[config.mk]
export PLATFORM = sky130hd
export DESIGN_NAME = debounce_edge
export DESIGN_NICKNAME = d
export VERILOG_FILES = /design/src/rtl/debounce_pkg.sv /design/src/rtl/debounce_counter.sv /design/src/rtl/debounce_edge.sv
export SDC_FILE = /design/constraint.sdc
export NUM_CORES = 1
export LEC_CHECK = 0
export BUFFER_PORTS_ARGS = -buffer_cell sky130_fd_sc_hd__buf_2
export CAP_MARGIN = 5
export CORE_MARGIN = 3
export CORE_UTILIZATION = 49
export CTS_CLUSTER_DIAMETER = 150
export DETAILED_ROUTE_END_ITERATION = 16
export GPL_TIMING_DRIVEN = 0
export PLACE_DENSITY = 0.71
export SLEW_MARGIN = 20
export SYNTH_ARGS = -nofsm -noshare
export SYNTH_HDL_FRONTEND = slang
export SYNTH_SLANG_ARGS = --single-unit
[constraint.sdc]
create_clock -name clk -period 1.65 [get_ports clk]
set_input_delay 0.165 -clock clk [delete_from_list [all_inputs] [get_ports clk]]
set_output_delay 0.165 -clock clk [all_outputs]
set_load 0.005 [all_outputs]
[src/rtl/debounce_pkg.sv]
// Shared types and helpers for the debounce_edge slice: FSM state encoding and
// the counter-width function used to size the debounce and repeat counters.
package debounce_pkg;

  typedef enum logic [1:0] {
    S_LOW     = 2'd0,
    S_PEND_HI = 2'd1,
    S_HIGH    = 2'd2,
    S_PEND_LO = 2'd3
  } deb_state_t;

  // Bits needed to hold max(a, b); elaboration-time only.
  function automatic int clog2_max(input int a, input int b);
    int m;
    int w;
    m = (a > b) ? a : b;
    w = 0;
    while ((1 << w) < (m + 1)) w++;
    return w;
  endfunction

endpackage

[src/rtl/debounce_counter.sv]
// Clearable up-counter with a terminal-count flag; clear has priority over increment.
module debounce_counter #(
  parameter int W    = 5,
  parameter int TERM = 15
) (
  input  logic clk,
  input  logic rst_n,
  input  logic clr,
  input  logic inc,
  output logic tc
);

  logic [W-1:0] cnt;

  // NOTE: sequential state is always assigned with <= so every flop samples
  // pre-edge values regardless of statement order.
  always_ff @(posedge clk or negedge rst_n) begin
    if (!rst_n)   cnt <= '0;
    else if (clr) cnt <= '0;
    else if (inc) cnt <= cnt + 1'b1;
  end

  assign tc = (cnt == W'(TERM));

endmodule

[src/rtl/debounce_edge.sv]
// Debounces a synchronised level and emits registered rise/fall pulses.
// Optional auto-repeat while held high is built when DEBOUNCE_REPEAT_EN is defined.
module debounce_edge
  import debounce_pkg::*;
#(
  parameter int DEBOUNCE_CYCLES = 16,
  parameter int REPEAT_CYCLES   = 1000,
  parameter int CNT_W           = clog2_max(DEBOUNCE_CYCLES, REPEAT_CYCLES)
) (
  input  logic clk,
  input  logic rst_n,
  input  logic sync_in,
  output logic level_out,
  output logic rise_pulse,
  output logic fall_pulse,
  output logic repeat_pulse
);

  deb_state_t state, state_nxt;
  logic       level_nxt, rise_nxt, fall_nxt, repeat_nxt;
  logic       deb_clr, deb_inc, deb_tc;

  debounce_counter #(.W(CNT_W), .TERM(DEBOUNCE_CYCLES - 1)) u_deb_cnt (
    .clk   (clk),
    .rst_n (rst_n),
    .clr   (deb_clr),
    .inc   (deb_inc),
    .tc    (deb_tc)
  );

  always_ff @(posedge clk or negedge rst_n) begin
    if (!rst_n) state <= S_LOW;
    else        state <= state_nxt;
  end

  // NOTE: every signal written here gets a default first, so no path leaves
  // one unassigned and no latch is inferred.
  always_comb begin
    state_nxt = state;
    level_nxt = level_out;
    rise_nxt  = 1'b0;
    fall_nxt  = 1'b0;
    deb_clr   = 1'b0;
    deb_inc   = 1'b0;
    unique case (state)
      S_LOW: begin
        if (sync_in) begin state_nxt = S_PEND_HI; deb_inc = 1'b1; end
        else         deb_clr = 1'b1;
      end
      S_PEND_HI: begin
        if (!sync_in) begin
          state_nxt = S_LOW;
          deb_clr   = 1'b1;
        end else if (deb_tc) begin
          state_nxt = S_HIGH;
          level_nxt = 1'b1;
          rise_nxt  = 1'b1;
          deb_clr   = 1'b1;
        end else begin
          deb_inc = 1'b1;
        end
      end
      S_HIGH: begin
        if (!sync_in) begin state_nxt = S_PEND_LO; deb_inc = 1'b1; end
        else          deb_clr = 1'b1;
      end
      S_PEND_LO: begin
        if (sync_in) begin
          state_nxt = S_HIGH;
          deb_clr   = 1'b1;
        end else if (deb_tc) begin
          state_nxt = S_LOW;
          level_nxt = 1'b0;
          fall_nxt  = 1'b1;
          deb_clr   = 1'b1;
        end else begin
          deb_inc = 1'b1;
        end
      end
      default: begin
        state_nxt = S_LOW;
        deb_clr   = 1'b1;
      end
    endcase
  end

`ifdef DEBOUNCE_REPEAT_EN
  logic rep_clr, rep_inc, rep_tc;

  // Counts only while settled high; holds through S_PEND_LO, restarts on a new rise.
  assign rep_inc    = (state == S_HIGH);
  assign repeat_nxt = (state == S_HIGH) && rep_tc;
  assign rep_clr    = rise_nxt || repeat_nxt;

  debounce_counter #(.W(CNT_W), .TERM(REPEAT_CYCLES - 1)) u_rep_cnt (
    .clk   (clk),
    .rst_n (rst_n),
    .clr   (rep_clr),
    .inc   (rep_inc),
    .tc    (rep_tc)
  );
`else
  assign repeat_nxt = 1'b0;
`endif

  always_ff @(posedge clk or negedge rst_n) begin
    if (!rst_n) begin
      level_out    <= 1'b0;
      rise_pulse   <= 1'b0;
      fall_pulse   <= 1'b0;
      repeat_pulse <= 1'b0;
    end else begin
      level_out    <= level_nxt;
      rise_pulse   <= rise_nxt;
      fall_pulse   <= fall_nxt;
      repeat_pulse <= repeat_nxt;
    end
  end

endmodule

# Word-level counts from Yosys, hierarchy flattened
# Cells that the tools add are included.
# word_totals
regBits,15
in_bits,3
out_inout_bits,4
# op_classes
n_addsub,1
n_eq_ne,12
n_mux,28
n_reduce_logical,5
# op_table
cell,count
10-bit 2-to-1 mux,2
1-bit 2-to-1 mux,16
2-bit 2-to-1 mux,6
"2-bit inequality test, second input constant",6
"10-bit by 1-bit adder with 10-bit output, second input constant",1
"10-bit by 4-bit equality test with 1-bit output, second input constant",1
1-bit case mux with 4 select lines,2
2-bit case mux with 4 select lines,1
"3-bit inequality test, second input constant",2
5-bit AND reduction,1
"2-bit equality test, second input constant",2
4-bit AND reduction,1
2-bit nonzero test,2
"2-bit by 1-bit equality test with 1-bit output, second input constant",1
2-bit zero test,1
1-bit case mux with 2 select lines,1

# Depth between registers and ports, before layout
# Gate-level depths: netlist of run 1.
# depth
depth_word,6
depth_mapped,5

# Cells and area by module
# A second synthesis of run 1 with hierarchy kept.
# unflattened
cells_unflattened,68
area_unflattened_um2,738.2
# modules_own_cells
module,n_inst,cells_per_inst,area_per_inst_um2
debounce_counter,1,49,516.7
debounce_edge,1,19,221.5

# Worst setup path before layout of run 1
# No wires, ideal clock.
# synth_timing
path_kind,register to register
from,register u_deb_cnt.cnt[7]
to,register u_deb_cnt.cnt[1]
setup_time_ns,0.119
arrival_ns,1.544
t_required_ns,1.531
slack_ns,-0.013
path_stages_with_launch,5
path_buffers,0
cell_sequence,dfrtp_1 -> or4_4 -> o31ai_4 -> inv_2 -> and2_1
# synth_between
elab_chain_cells,5
# synth_rtl
item,line,text
from (decl),debounce_counter.sv:13,logic [W-1:0] cnt;
from (signal assigned),debounce_counter.sv:20,else if (inc) cnt <= cnt + 1'b1;
10-bit by 4-bit equality test with 1-bit output *,debounce_counter.sv:23,assign tc = (cnt == W'(TERM));
1-bit 2-to-1 mux,"debounce_edge.sv:54, debounce_edge.sv:71",
"1-bit 2-to-1 mux, on equally long branches","debounce_edge.sv:68, debounce_edge.sv:51",
1-bit case mux with 4 select lines,debounce_edge.sv:45,unique case (state)
10-bit 2-to-1 mux or 2-bit nonzero test (tied branches),--,
# Every way passes the cells marked *; elsewhere a longest branch is shown, timed or not.
# A chain may end at the register's enable or synchronous reset.

==> results of run 1 <==
-- cells in the final DEF (no fill, tap or decap), types with 2 or more instances in the layout --
master                     Yosys  final
sky130_fd_sc_hd__dfrtp_1      15     13
sky130_fd_sc_hd__a21oi_1       5      5
sky130_fd_sc_hd__buf_2         0      5
sky130_fd_sc_hd__o21ai_0       4      4
sky130_fd_sc_hd__nor2_1        4      4
sky130_fd_sc_hd__buf_4         1      4
sky130_fd_sc_hd__nor3b_1       3      3
sky130_fd_sc_hd__nand2_1       3      3
sky130_fd_sc_hd__or3_1         3      3
sky130_fd_sc_hd__clkbuf_4      0      3
sky130_fd_sc_hd__nand3_1       4      2
sky130_fd_sc_hd__and2_1        2      2
sky130_fd_sc_hd__nand3_2       0      2
sky130_fd_sc_hd__xor2_1        2      2
sky130_fd_sc_hd__xnor2_1       2      2
sky130_fd_sc_hd__nand4_1       2      2
sky130_fd_sc_hd__o31ai_1       2      2
sky130_fd_sc_hd__dfrtp_2       0      2
-- state kept, by name, summed over array words and instances (netlist names), named ones only --
| signal | flops |
|---|---|
| state | 1 |
| fall_pulse | 1 |
| u_deb_cnt.cnt | 10 |
| rise_pulse | 1 |
| level_out | 1 |
-- power groups by stage --
stage	clock (mW)	combinational [mW]	sequential (mW)
after floorplan	0	0.0223	0.386
after global placement	0	0.0362	0.387
after detailed placement	0	0.0362	0.387
after CTS	0.211	0.0427	0.380
after global routing	0.225	0.0506	0.383
final	0.205	0.0439	0.382
-- logic make-up (layout without fill, tap and decap cells) --
family	after synthesis	in the layout	synth area share
compound gates	14	14	0.138
fa+ha+maj	1	1	0.0175
xor+xnor	4	4	0.0490
flops	15	15	0.525
mux	1	1	0.0158
buf+inv	2	16	0.0158
other cells	1	1	0.00525
simple gates	28	28	0.233
-- final cells by class --
type / instances / share of cell area
Clock buffer: 3 / 0.0263
Buffer: 1 / 0.00876
Timing Repair Buffer: 10 / 0.0803
Inverter: 1 / 0.00438
Clock inverter: 1 / 0.00584
Tap cell: 15 / 0.0219
Multi-Input combinational cell: 49 / 0.412
Sequential cell: 15 / 0.441
-- through the flow --
step / std cells / hold slack, ns / cell area, sq um / power [mW]
floorplan: 66 / -0.131 / 714 / 0.409
global placement: 86 / 0.0828 / 758 / 0.423
detailed placement: 86 / 0.0820 / 758 / 0.423
CTS: 95 / 0.103 / 830 / 0.633
global route: 95 / 0.136 / 857 / 0.658
finish: 95 / 0.123 / 857 / 0.631
-- metal layers --
| metal | track usage | vias to the layer above |
|---|---|---|
| met5 | 0 | - |
| met4 | 0.0904 | 0 |
| met3 | 0.0244 | 4 |
| met2 | 0.265 | 7 |
| met1 | 0.208 | 265 |
| li1 | - | 275 |
-- critical path: cells and delay by family (launching register included) --
family           cells  cell delay [ns]
muxes                1             0.34
and+or+nand+nor      2             0.77
DFF                  1             0.40
-- worst paths after layout --
kind / from / endpoint / cells after the start
worst min register to register: u_deb_cnt.cnt[0] / u_deb_cnt.cnt[0] / 1
worst max register to register: u_deb_cnt.cnt[7] / register / 3
worst min-delay path: sync_in / fall_pulse / 2
worst max-delay path: u_deb_cnt.cnt[7] / register / 3
max in group asynchronous: rst_n / u_deb_cnt.cnt[5] / 2
min in group asynchronous: rst_n / fall_pulse / 2
-- what timing repair did --
item / CTS / global route
hold buffers: 1 / 0
endpoints found under the hold margin: 15 / 0
pin swaps: 1 / 1
gates resized for setup: 1 / 7
buffers inserted: 4 / 0
setup endpoints to repair: 13 / 10
==> results, run 1 <==
- The number of diodes added for antenna fixing is 0.
- sky130_fd_sc_hd__dfrtp_1 takes more of the synthesized area than any other cell.
- The wire-length estimate of the detail-placed layout is 878 um.
- The synthesized netlist net count is 70.
- The number of hold-slack violations in the final timing report is 0.
- The fmax is slightly above 0.6 GHz.
- From synthesis to final layout, the design area changed by 20.0%.
- The detailed-routed wire length on met3 is 39 um.
- Dividing the detail-routed wire length by the instance count gives 13.6 um.
- The remaining number of nets flagged by the antenna check after routing is 0.
- The average instance in the mapped netlist occupies ~11 sq um.
- The number of synthesized flops with an enable pin is 0.
- The share of synthesized area occupied by flip-flops and latches is 0.525.
- The post-synthesis register bit count is 15.
- The arrival time of the worst setup path is ~1.8 ns.
- The analysis attributes to cell leakage a power of 0.363 nW.
- The net switching share of the total power is 0.232.
- The pre-CTS worst setup slack is -0.162 ns.
- The aggregate routed wire length is between 1 and 1.5 mm.
- The worst setup path is launched from a register.
- On the worst path, the slowest cell contributes a delay of approximately 0.59 ns.
- After detailed routing, the met2 layer carries roughly 600 um of wire.
- The detailed-route wire length on metal 1 is ~640 um.
- The critical path required time is between 1.5 and 2 ns.
- The number of distinct library cells after synthesis is 28.
- Ranked by instance count, the synthesized netlist is headed by sky130_fd_sc_hd__dfrtp_1, sky130_fd_sc_hd__a21oi_1, sky130_fd_sc_hd__nand3_1, sky130_fd_sc_hd__nor2_1, sky130_fd_sc_hd__o21ai_0.
- The share of power burned in the clock network is 0.325.
- The area inside the core boundary is roughly 1300 sq um.
- The number of clock sinks is 15.
- Signal routing reaches up to met4.
- After floorplanning, the core was divided into 13 placement rows.
- The gate count after technology mapping is 66.
- The die extent in y is 44.2 um.
- The area taken by flip-flops and latches is between 300 and 400 sq um.
- Entering global routing, the biggest net connects 16 pins.
- The internal power of the cells totals slightly below 0.5 mW.
- The proportion of layout cells with a drive suffix above 1 is 0.325.
- The total clock buffers created by CTS is 3.
- The longest clock path from root to sink contains 2 buffers.
- Between clock sinks in the finished design, the worst skew comes to between 0.002 and 0.003 ns.
- Summing every instance area after synthesis gives 714 sq um.
- The share of total power dissipated in sequential elements is 0.605.
- The yosys synthesis warning count is 0.
- The final critical-path share of the clock period is 0.980.
- The class of the most critical hold timing path is primary input to register.
- TritonCTS built the clock tree.
- The final count of pins violating max slew came to 0.
- Of the post-synthesis cell area, the dominant cell type holds 0.525.
- The initial antenna violation count is 0.
- Once layout is complete, the utilization of the core stands at 0.643.
- The clock latency on the worst-skew pair is 0.28 ns.
- Among all cell types in the netlist, the one instantiated most often is sky130_fd_sc_hd__dfrtp_1.
- Detailed routing inserted a total of 551 vias.
- The number of top-level pins is 7.
- STA classifies the critical path endpoint as a register.
- Setup violations remaining at the end of the flow were counted as 0.
- In the global route stage, overall resource usage came out at 0.163.
- The worst path needs ~1.6 ns of the cycle, external delays included.
- The run finished with clean final reports.
- The area of the multi-input gates is 353 sq um.
- The count of buffers added on input and output ports is 5.
- After synthesis, the cell types taking the most area are sky130_fd_sc_hd__dfrtp_1, sky130_fd_sc_hd__a21oi_1, sky130_fd_sc_hd__nor3b_1, sky130_fd_sc_hd__o31ai_4, sky130_fd_sc_hd__nand3_1.
- Dividing total power by cell area gives a power density of ~740 nW/um^2.
- Global routing finished with a remaining overflow of 0.
- The first global-routing pass estimated 2.31 mm of wire.
- The net switching power is roughly 0.15 mW.
- After detailed routing, the number of vias per cell comes to approximately 5.8.
- The initial utilization of the core area, before any placement, comes to 0.536.
- The clock transition at the register clock pins on the worst setup and hold paths after CTS is 0.09 ns.
- The critical path is of the register to register type.
- The die outline area is 1950 sq um.
- The number of filler cells placed in the layout is 115.
- The final net count is 85.
- The total DRC errors in the routed layout is 0.
- The signal on the critical path passes through or4_4, nor3_2, mux2_2.
- The worst ir drop on vdd is between 0.5 and 0.6 mV.
- The number of maximum-capacitance constraint violations is 0.
- In the synthesized netlist the dominant register cell turns out to be sky130_fd_sc_hd__dfrtp_1.
- The iteration-0 DRC count of the detailed router is 7.
- The setup slack of the most critical reg-to-reg path is approximately 0.033 ns.
- Along the worst path, the maximum fanout reaches 3.
- The setup TNS is 0 ns.
- The detailed-routing iteration count for the pre-antenna-repair pass is 4.
- The worst setup margin is 0.0333 ns.
- The share of flip-flops with an asynchronous set or reset after synthesis is 1.00.
- Setup repair after global routing could not meet its margin everywhere.
- Of the total power, combinational logic draws 0.070.
- The slowest stage cell on the critical path is sky130_fd_sc_hd__or4_4.
- The via count of the first global-routing pass was approximately 540.
- The final weighted congestion in routability-driven placement is approximately 0.73.
- The root buffer cell is sky130_fd_sc_hd__clkbuf_4.
- CTS built an H-tree with a depth of 1.
- In this run the horizontal extent of the chip is between 40 and 50 um.
Power figures use the tool's default switching activity.
==> run 2: changes to the inputs <==
Settings changed: CELL_PAD_IN_SITES_DETAIL_PLACEMENT set to 1, CELL_PAD_IN_SITES_GLOBAL_PLACEMENT set to 2, CORE_ASPECT_RATIO set to 0.8, CORE_UTILIZATION 49 to 36, PLACE_DENSITY 0.71 to unset, PLACE_DENSITY_LB_ADDON set to 0.1, REMOVE_ABC_BUFFERS set to 1.
Clock period 1.65 ns to 1.5 ns, I/O delays scaled along.
==> run 2 against run 1 <==
The flow now finishes with violations (negative setup slack). Critical path depth rose by 2. Worst setup slack worse by 0.16 ns. Total power is 15% higher. Fmax fell by 0.55%. Clock power is 19% higher.
==> results, run 2 (synthesis results as in run 1) <==
- The number of clock sinks is 15.
- The root buffer cell is sky130_fd_sc_hd__clkbuf_4.
- The number of flip-flops under the largest register name is 10.
- Setup repair after global routing could not meet its margin everywhere.
- The congestion estimate from routability-driven global placement came to between 0.7 and 0.8.
- The layout-stage area growth over the synthesis result is 23.5%.
- The number of diodes added for antenna fixing is 0.
- The final count of pins violating max slew was 0.
- The detailed-routing iteration count for the pre-antenna-repair pass is 3.
- After layout, the minimum clock period comes to between 1.5 and 2 ns.
- Counting flops per register, the top entry is u_deb_cnt.cnt.
- The via count of the first global-routing pass was just under 600.
- The global-route usage over all layers is 0.161.
- The worst setup skew after layout is between 0.004 and 0.005 ns.
- The initial antenna violation count is 0.
- The class of the most critical hold timing path is primary input to register.
- The power density normalized to cell area is just over 800 nW/um^2.
- 7 I/O pins were placed.
- The number of hold-slack violations in the final timing report is 0.
- Power comes to 0.723 mW.
- The total clock buffers created by CTS is 3.
- The wire length of the first global-routing pass is just under 3 mm.
- The number of maximum-capacitance constraint violations is 0.
- The CTS tree is built.
- In the final design database the tool counted 84 nets.
- The HPWL after detailed placement is 1.10 mm.
- By startpoint and endpoint, the worst setup path is classified as register to register.
- For this run, the top clock speed supported by timing is about 0.62 GHz.
- CTS built an H-tree with a depth of 1.
- In the final layout, the share of cells above drive strength 1 is 0.316.
- The die extent in y is between 40 and 50 um.
- After detailed routing, the number of remaining DRC violations is 0.
- The worst hold-check slack is 0.112 ns.
- For flop-to-flop paths, the worst setup slack is -0.13 ns.
- The worst ir drop on vdd is between 0.5 and 0.6 mV.
- Dividing the detail-routed wire length by the instance count gives around 16 um.
- The clock latency on the worst-skew pair is roughly 0.29 ns.
- The maximum fanout along the worst path is 6.
- The clock passes through at most 2 buffers.
- The first routing iteration left 5 violations.
- The static leakage is roughly 0.36 nW.
- The width of the die is around 56 um.
- The number of vias after detailed routing is ~570.
- The pre-CTS worst setup slack is -0.379 ns.
- The aggregate routed wire length is ~1.6 mm.
- After routing, the total negative slack on setup checks comes to -0.936 ns.
- The number of standard-cell rows in the floorplan is 13.
- Buffers placed on the I/O ports in this run total 5.
- The library cell used most frequently in the layout, excluding fill and tap cells, is sky130_fd_sc_hd__dfrtp_1.
- In the post-route analysis, the smallest setup slack over all paths is -0.126 ns.
- The final reports fail on negative setup slack.
- The total area inside the core boundary comes to around 1700 sq um.
- The library cells used most frequently in the layout, excluding fill and tap cells, are sky130_fd_sc_hd__dfrtp_1, sky130_fd_sc_hd__a21oi_1, sky130_fd_sc_hd__buf_2, sky130_fd_sc_hd__nor2_1.
- The via-per-instance ratio is about 5.7.
- The total overflow reported by the global router is 0.
- The final critical-path share of the clock period is 1.08.
- Clock-pin slew was measured on the worst setup and hold paths at 0.09 ns.
- The die outline area is around 2600 sq um.
- At the worst endpoint, the required time is about 1.7 ns.
- The effective utilization at floorplan is 0.410.
- The instance area after placement is around 760 sq um.
- The flow ran to the end, but the final reports show violations.
- The remaining number of nets flagged by the antenna check after routing is 0.
- Setup violations remaining at the end of the flow were counted as 13.
- Data arrives at the worst endpoint at about 1.8 ns.
- Counting the fill cells in the layout gives 190.
- The type of origin of the critical path is a register.
- The pin count of the biggest net entering global routing is 16.
- The post-layout instance area is 882 sq um.
- The worst setup path is captured at a register.
-- run 2: cell count changes in the layout (fill, tap and decap cells not counted), sizes merged --
cell,delta
clkbuf,+1
buf,-1
clkinv,-1
-- run 2: what timing repair did --
action | CTS | global route
pin swaps | 4 | 0
resized for setup | 10 | 1
setup buffers | 4 | 0
hold endpoints to repair | 15 | 0
setup endpoints to repair | 13 | 15
hold buffers | 1 | 0
-- run 2: stage by stage --
| step | instances | util |
|---|---|---|
| after floorplan | 65 | - |
| after global placement | 92 | 0.436 |
| after detailed placement | 92 | 0.436 |
| after CTS | 101 | 0.505 |
| after global routing | 101 | 0.507 |
| final | 101 | 0.507 |
-- run 2: layer usage --
| layer | wire (um) | global-route usage |
|---|---|---|
| met4 | 18 | 0.0583 |
| met3 | 72 | 0.0623 |
| met2 | 776 | 0.259 |
| met1 | 754 | 0.200 |
| met5 | 0 | 0 |
-- run 2: path summary, 6_finish.rpt --
check | start | end | cells past startpoint
worst max-delay path | u_deb_cnt.cnt[6] | u_deb_cnt.cnt[1] | 5
worst min-delay path | sync_in | fall_pulse | 2
worst max register to register | u_deb_cnt.cnt[6] | u_deb_cnt.cnt[1] | 5
worst min register to register | u_deb_cnt.cnt[0] | u_deb_cnt.cnt[0] | 1
max in group asynchronous | rst_n | u_deb_cnt.cnt[5] | 2
min in group asynchronous | rst_n | rise_pulse | 2
-- run 2: power by group --
| part | switching (mW) | internal [mW] |
|---|---|---|
| combinational | 0.0295 | 0.0304 |
| sequential | 0.00807 | 0.412 |
| clock | 0.139 | 0.104 |
| total | 0.177 | 0.546 |
-- run 2: area by class of cell --
class / count / area (sq um) / share of cell area
Clock buffer: 4 / 26.3 / 0.0298
Multi-Input combinational cell: 49 / 354 / 0.401
Tap cell: 22 / 27.5 / 0.0312
Sequential cell: 15 / 378 / 0.428
Inverter: 1 / 6.26 / 0.00709
Timing Repair Buffer: 10 / 90.1 / 0.102
-- run 2: critical path, stage by stage (launching register included) --
cell and delay, ns:
sky130_fd_sc_hd__dfrtp_1 0.39, sky130_fd_sc_hd__or4_4 0.58, sky130_fd_sc_hd__o31ai_4 0.24, sky130_fd_sc_hd__buf_12 0.16
sky130_fd_sc_hd__inv_4 0.03, sky130_fd_sc_hd__and2_4 0.12
